File: config.mk
export PLATFORM = sky130hd
export DESIGN_NAME = spi_read_arbiter
export DESIGN_NICKNAME = d
export VERILOG_FILES = /design/src/rtl/spi_read_arbiter.sv
export SDC_FILE = /design/constraint.sdc
export NUM_CORES = 1
export LEC_CHECK = 0
export CORE_MARGIN = 3
export CORE_UTILIZATION = 35
export DETAILED_ROUTE_END_ITERATION = 16
export PLACE_DENSITY = 0.69
export SLEW_MARGIN = 10
export SYNTH_ARGS = -nofsm -noshare
export SYNTH_HDL_FRONTEND = slang
export SYNTH_SLANG_ARGS = --single-unit
File: constraint.sdc
create_clock -name clk -period 2.06 [get_ports clk]
set_input_delay 0.412 -clock clk [delete_from_list [all_inputs] [get_ports clk]]
set_output_delay 0.412 -clock clk [all_outputs]
set_load 0.005 [all_outputs]
File: src/rtl/spi_read_arbiter.sv
// spi_read_arbiter
//   Shares one SPI read engine among NREQ requesters using round-robin
//   arbitration. Only one transaction runs at a time. After each
//   transaction the arbiter holds an idle gap so that nCS stays high long
//   enough. A watchdog aborts a transaction if the engine never reports done.
//
// Ports
//   clk         system clock
//   rst         synchronous, active-high reset
//   req         level request per requester, held until its ack
//   ack         one-hot, one-cycle completion pulse; rdata/err valid with it
//   rdata       result of the last transaction, held until the next completion
//   err         1 = the last completion was a timeout; held like rdata
//   eng_start   one-cycle start pulse to the SPI engine
//   eng_done    one-cycle done pulse from the SPI engine
//   eng_data    engine result, valid when eng_done=1
//   busy        high from START through the end of GAP
//   cur_grant   one-hot owner of the current transaction, 0 when idle
//   timeout_cnt saturating count of timeouts
module spi_read_arbiter #(
  parameter int NREQ    = 4,
  parameter int DW      = 13,
  parameter int TIMEOUT = 2048,
  parameter int GAP_CYC = 16
) (
  input  logic            clk,
  input  logic            rst,
  input  logic [NREQ-1:0] req,
  output logic [NREQ-1:0] ack,
  output logic [DW-1:0]   rdata,
  output logic            err,
  output logic            eng_start,
  input  logic            eng_done,
  input  logic [DW-1:0]   eng_data,
  output logic            busy,
  output logic [NREQ-1:0] cur_grant,
  output logic [7:0]      timeout_cnt
);

  localparam int PW       = $clog2(NREQ);
  localparam int TW       = $clog2(TIMEOUT);
  localparam int GW       = (GAP_CYC > 1) ? $clog2(GAP_CYC) : 1;
  localparam int GAP_LAST = (GAP_CYC > 0) ? GAP_CYC - 1 : 0;

  typedef enum logic [2:0] {
    S_IDLE,
    S_START,
    S_WAIT,
    S_DELIVER,
    S_GAP
  } state_t;

  state_t          state_reg;
  logic [PW-1:0]   ptr_reg;
  logic [PW-1:0]   grant_idx_reg;
  logic [TW-1:0]   timer_reg;
  logic [GW-1:0]   gap_reg;
  logic [NREQ-1:0] ack_reg;
  logic [DW-1:0]   rdata_reg;
  logic            err_reg;
  logic            eng_start_reg;
  logic            busy_reg;
  logic [NREQ-1:0] cur_grant_reg;
  logic [7:0]      timeout_cnt_reg;

  // Request vector rotated so that bit 0 is the requester the pointer
  // currently favours; the lowest set bit of rot_req is then the winner.
  logic [NREQ-1:0] rot_req;
  logic [PW-1:0]   win_idx;
  logic [NREQ-1:0] win_oh;

  genvar gi;
  generate
    for (gi = 0; gi < NREQ; gi++) begin : g_rot
      assign rot_req[gi] = req[PW'((int'(ptr_reg) + gi) % NREQ)];
    end
  endgenerate

  // Scan from the top down so the lowest rotated position overwrites last.
  always_comb begin
    win_idx = '0;
    for (int i = NREQ - 1; i >= 0; i--) begin
      if (rot_req[i]) begin
        win_idx = PW'((int'(ptr_reg) + i) % NREQ);
      end
    end
  end

  assign win_oh = {{(NREQ-1){1'b0}}, 1'b1} << win_idx;

  always_ff @(posedge clk) begin
    if (rst) begin
      state_reg       <= S_IDLE;
      ptr_reg         <= '0;
      grant_idx_reg   <= '0;
      timer_reg       <= '0;
      gap_reg         <= '0;
      ack_reg         <= '0;
      rdata_reg       <= '0;
      err_reg         <= 1'b0;
      eng_start_reg   <= 1'b0;
      busy_reg        <= 1'b0;
      cur_grant_reg   <= '0;
      timeout_cnt_reg <= '0;
    end else begin
      // Pulse outputs default low; they are raised only on the entry edge.
      ack_reg       <= '0;
      eng_start_reg <= 1'b0;

      case (state_reg)
        S_IDLE: begin
          if (|req) begin
            cur_grant_reg <= win_oh;
            grant_idx_reg <= win_idx;
            eng_start_reg <= 1'b1;
            busy_reg      <= 1'b1;
            state_reg     <= S_START;
          end
        end

        S_START: begin
          timer_reg <= '0;
          state_reg <= S_WAIT;
        end

        S_WAIT: begin
          timer_reg <= timer_reg + 1'b1;
          // A done arriving on the last watchdog cycle still counts as success.
          if (eng_done) begin
            rdata_reg <= eng_data;
            err_reg   <= 1'b0;
            ack_reg   <= cur_grant_reg;
            state_reg <= S_DELIVER;
          end else if (timer_reg == TW'(TIMEOUT - 1)) begin
            rdata_reg <= '0;
            err_reg   <= 1'b1;
            ack_reg   <= cur_grant_reg;
            if (timeout_cnt_reg != 8'hFF) begin
              timeout_cnt_reg <= timeout_cnt_reg + 8'd1;
            end
            state_reg <= S_DELIVER;
          end
        end

        S_DELIVER: begin
          ptr_reg <= PW'((int'(grant_idx_reg) + 1) % NREQ);
          gap_reg <= '0;
          if (GAP_CYC == 0) begin
            busy_reg      <= 1'b0;
            cur_grant_reg <= '0;
            state_reg     <= S_IDLE;
          end else begin
            state_reg <= S_GAP;
          end
        end

        S_GAP: begin
          gap_reg <= gap_reg + 1'b1;
          if (gap_reg == GW'(GAP_LAST)) begin
            busy_reg      <= 1'b0;
            cur_grant_reg <= '0;
            state_reg     <= S_IDLE;
          end
        end

        default: begin
          state_reg <= S_IDLE;
        end
      endcase
    end
  end

  assign ack         = ack_reg;
  assign rdata       = rdata_reg;
  assign err         = err_reg;
  assign eng_start   = eng_start_reg;
  assign busy        = busy_reg;
  assign cur_grant   = cur_grant_reg;
  assign timeout_cnt = timeout_cnt_reg;

endmodule
==> qor.txt <==
initial antenna violation count - 0
RSZ-0062 raised after global routing - false
peak supply drop - 0.398 mV
CP cell instances - ha_1, nand3_2, or4_4, nor4_4, and3_1, nor3_2
DRC Markers - 0
diode count - 0
CTS clk-pin slew, worst paths - 0.09 ns
top-count cell post-synth - dfxtp_1
nets@finish - 340
syn avg cell area - 9.29 µm²
critical path required time - 2.26 ns
final worst-path cycle share - 94.8%
slowest CP cell - or4_4
overall power - 2.29 mW
cts hold-fix bufs - 0
WS Path Type - reg2reg
clock buffer count from CTS - 5
share of cells above drive strength 1 - 10.4%
drt via density - 5.26
Achievable Freq - 512 MHz
FILL cells - 600
I/O pins - 52
CTS tree - yes
max reg flops - 13
Post-synth ARST share - 0%
setup bufs post-CTS - 0
total core area - 6420 µm²
PortBufs - 51
total die area - 7760 µm²
DRT iter0 DRCs - 79
CP Capture Type - flop
Place WS - 0.00375 ns
clk_lat worst skew - 0.30 ns
Congestion Overflow GR - 0
root buffer cell - clkbuf_8
Distinct cells, synth - 51
post-cts repair resize count - 0
Cell Area, Synth - 2360 µm²
Final setup viols - 0
fin area - 3150 µm²
Final Max Tran Viols - 0
DR vias - 2072
Die W - 88.1 µm
clock sink total - 54
post-placement cell area - 3040 µm²
placer congestion estimate - 0.814
startpoint types - flop
YS warnings - 0
post-synth top area share - 45.8%
clk_skew - 0.00439 ns
Slew @ Worst Pin - 0.620 ns
Initial Util - 36.7%
Cell Pwr Density - 725 nW/µm²
drt wl/cell - 13.7 µm
drt total wl - 5400 µm
Final Hold Fails - 0
setup TNS - 0 ns
max_slew headroom - 58.7%
Worst Path Arrival - 2.15 ns
top cells by area, synth - dfxtp_1, a22o_1, nor2_1, a21oi_1, and3_1
CP Max Fanout - 4
all-layer global routing usage - 14.4%
number of synthesized register bits - 54
Die H - 88.1 µm
Top FF cell, synth - dfxtp_1
max-cap viol count - 0
Syn Nets - 277
min setup slack post-route - 0.107 ns
leak pwr - 1.22 nW
largest net degree at the start of global routing - 32
first drt pass iteration count - 4
HP Class - reg2reg
status - completed
top cells by count, synth - dfxtp_1, nor2_1, a22o_1, nand2_1, a21oi_1
Max H-tree Level - 2
Core Rows - 29
minimum clock period after layout - 1.95 ns
vias in the first global route - 1958
Post-synth EDFFs - 0
Post-Syn Instances - 254
Area Growth Syn to Fin - 33.6%
Synth area leader - dfxtp_1
sequential-to-total area share from yosys stat - 45.8%
global-route wire length before repair - 8930 µm
CTS max path bufs - 2
largest stage delay on the critical path - 0.60 ns
Final HPWL DP - 4060 µm
Routed Antenna Nets - 0
-- power breakdown --
part	total, mW	switching [mW]	internal [mW]
combinational	0.422	0.199	0.223
sequential	1.15	0.0533	1.10
clock	0.711	0.322	0.389
-- worst paths after layout --
kind	startpoint	to	slack (ns)	cells after the start
setup / recovery	timer_reg[1]$_SDFFE_PP0N_	timeout_cnt[7]$_SDFFE_PP0P_	0.11	6
hold / removal	busy$_SDFFE_PP0P_	busy$_SDFFE_PP0P_	0.47	1
setup reg to reg	timer_reg[1]$_SDFFE_PP0N_	timeout_cnt[7]$_SDFFE_PP0P_	0.11	6
hold reg to reg	busy$_SDFFE_PP0P_	busy$_SDFFE_PP0P_	0.47	1
-- stage by stage --
step                      hold slack [ns]  utilization, %  instances
after CTS                           0.476            49.1        394
after global placement              0.456            47.3        387
after global routing                0.503            49.1        394
after detailed placement            0.453            47.3        387
after floorplan                     0.451               -        254
final                               0.470            49.1        394
-- worst max-delay path, delay by kind of cell, from the launching register on --
family,cells,cell delay (ns)
flops,1,0.38
fa+ha+maj,1,0.23
simple gates,5,1.25
-- placed cells by master, fill, tap and decap left out, types with 2 or more instances in the layout --
cell             Yosys  routed
dfxtp_1             54      54
clkdlybuf4s50_1      0      51
nor2_1              29      29
nand2_1             16      16
a22o_1              16      16
a21oi_1             15      15
buf_4                1      14
o21ai_0             11      11
and3_1              10      10
nor3_1               9       9
nand4_1              6       6
mux2i_1              6       6
nor2b_1              6       6
xor2_1               6       6
clkbuf_8             0       6
nand3_1              5       5
nor4_1               5       5
inv_1                5       5
nand2b_1             4       4
and2_1               3       3
a211oi_1             3       3
ha_1                 3       3
nor3b_2              2       2
or3_1                2       2
a32o_1               2       2
xnor2_1              2       2
a2111oi_0            2       2
-- final cells by class --
| class | count | area, µm² | area share [%] |
|---|---|---|---|
| Clock buffer | 6 | 82.6 | 2.62 |
| Clock inverter | 1 | 30.0 | 0.953 |
| Sequential cell | 54 | 1080 | 34.3 |
| Timing Repair Buffer | 66 | 636 | 20.2 |
| Inverter | 5 | 18.8 | 0.595 |
| Tap cell | 77 | 96.3 | 3.06 |
| Multi-Input combinational cell | 185 | 1210 | 38.3 |
-- metal layers --
metal / wire, µm / GRT usage (%) / share of wire, %
met3: 181 / 2.92 / 3.4
met5: 0 / 0 / 0
met4: 56 / 5.49 / 1.0
met2: 2610 / 23.8 / 48
met1: 2550 / 18.4 / 47
-- kinds of logic after synthesis --
kind of cell / after synthesis / share of synthesized area, %
flip-flops: 54 / 45.8
buffers and inverters: 15 / 2.97
AO/OA/AOI/OAI: 60 / 18.0
XOR/XNOR: 8 / 2.97
adder cells (fa/ha/maj): 3 / 1.59
multiplexers: 6 / 2.55
AND/OR/NAND/NOR: 108 / 26.1
Power figures use the tool's default switching activity.
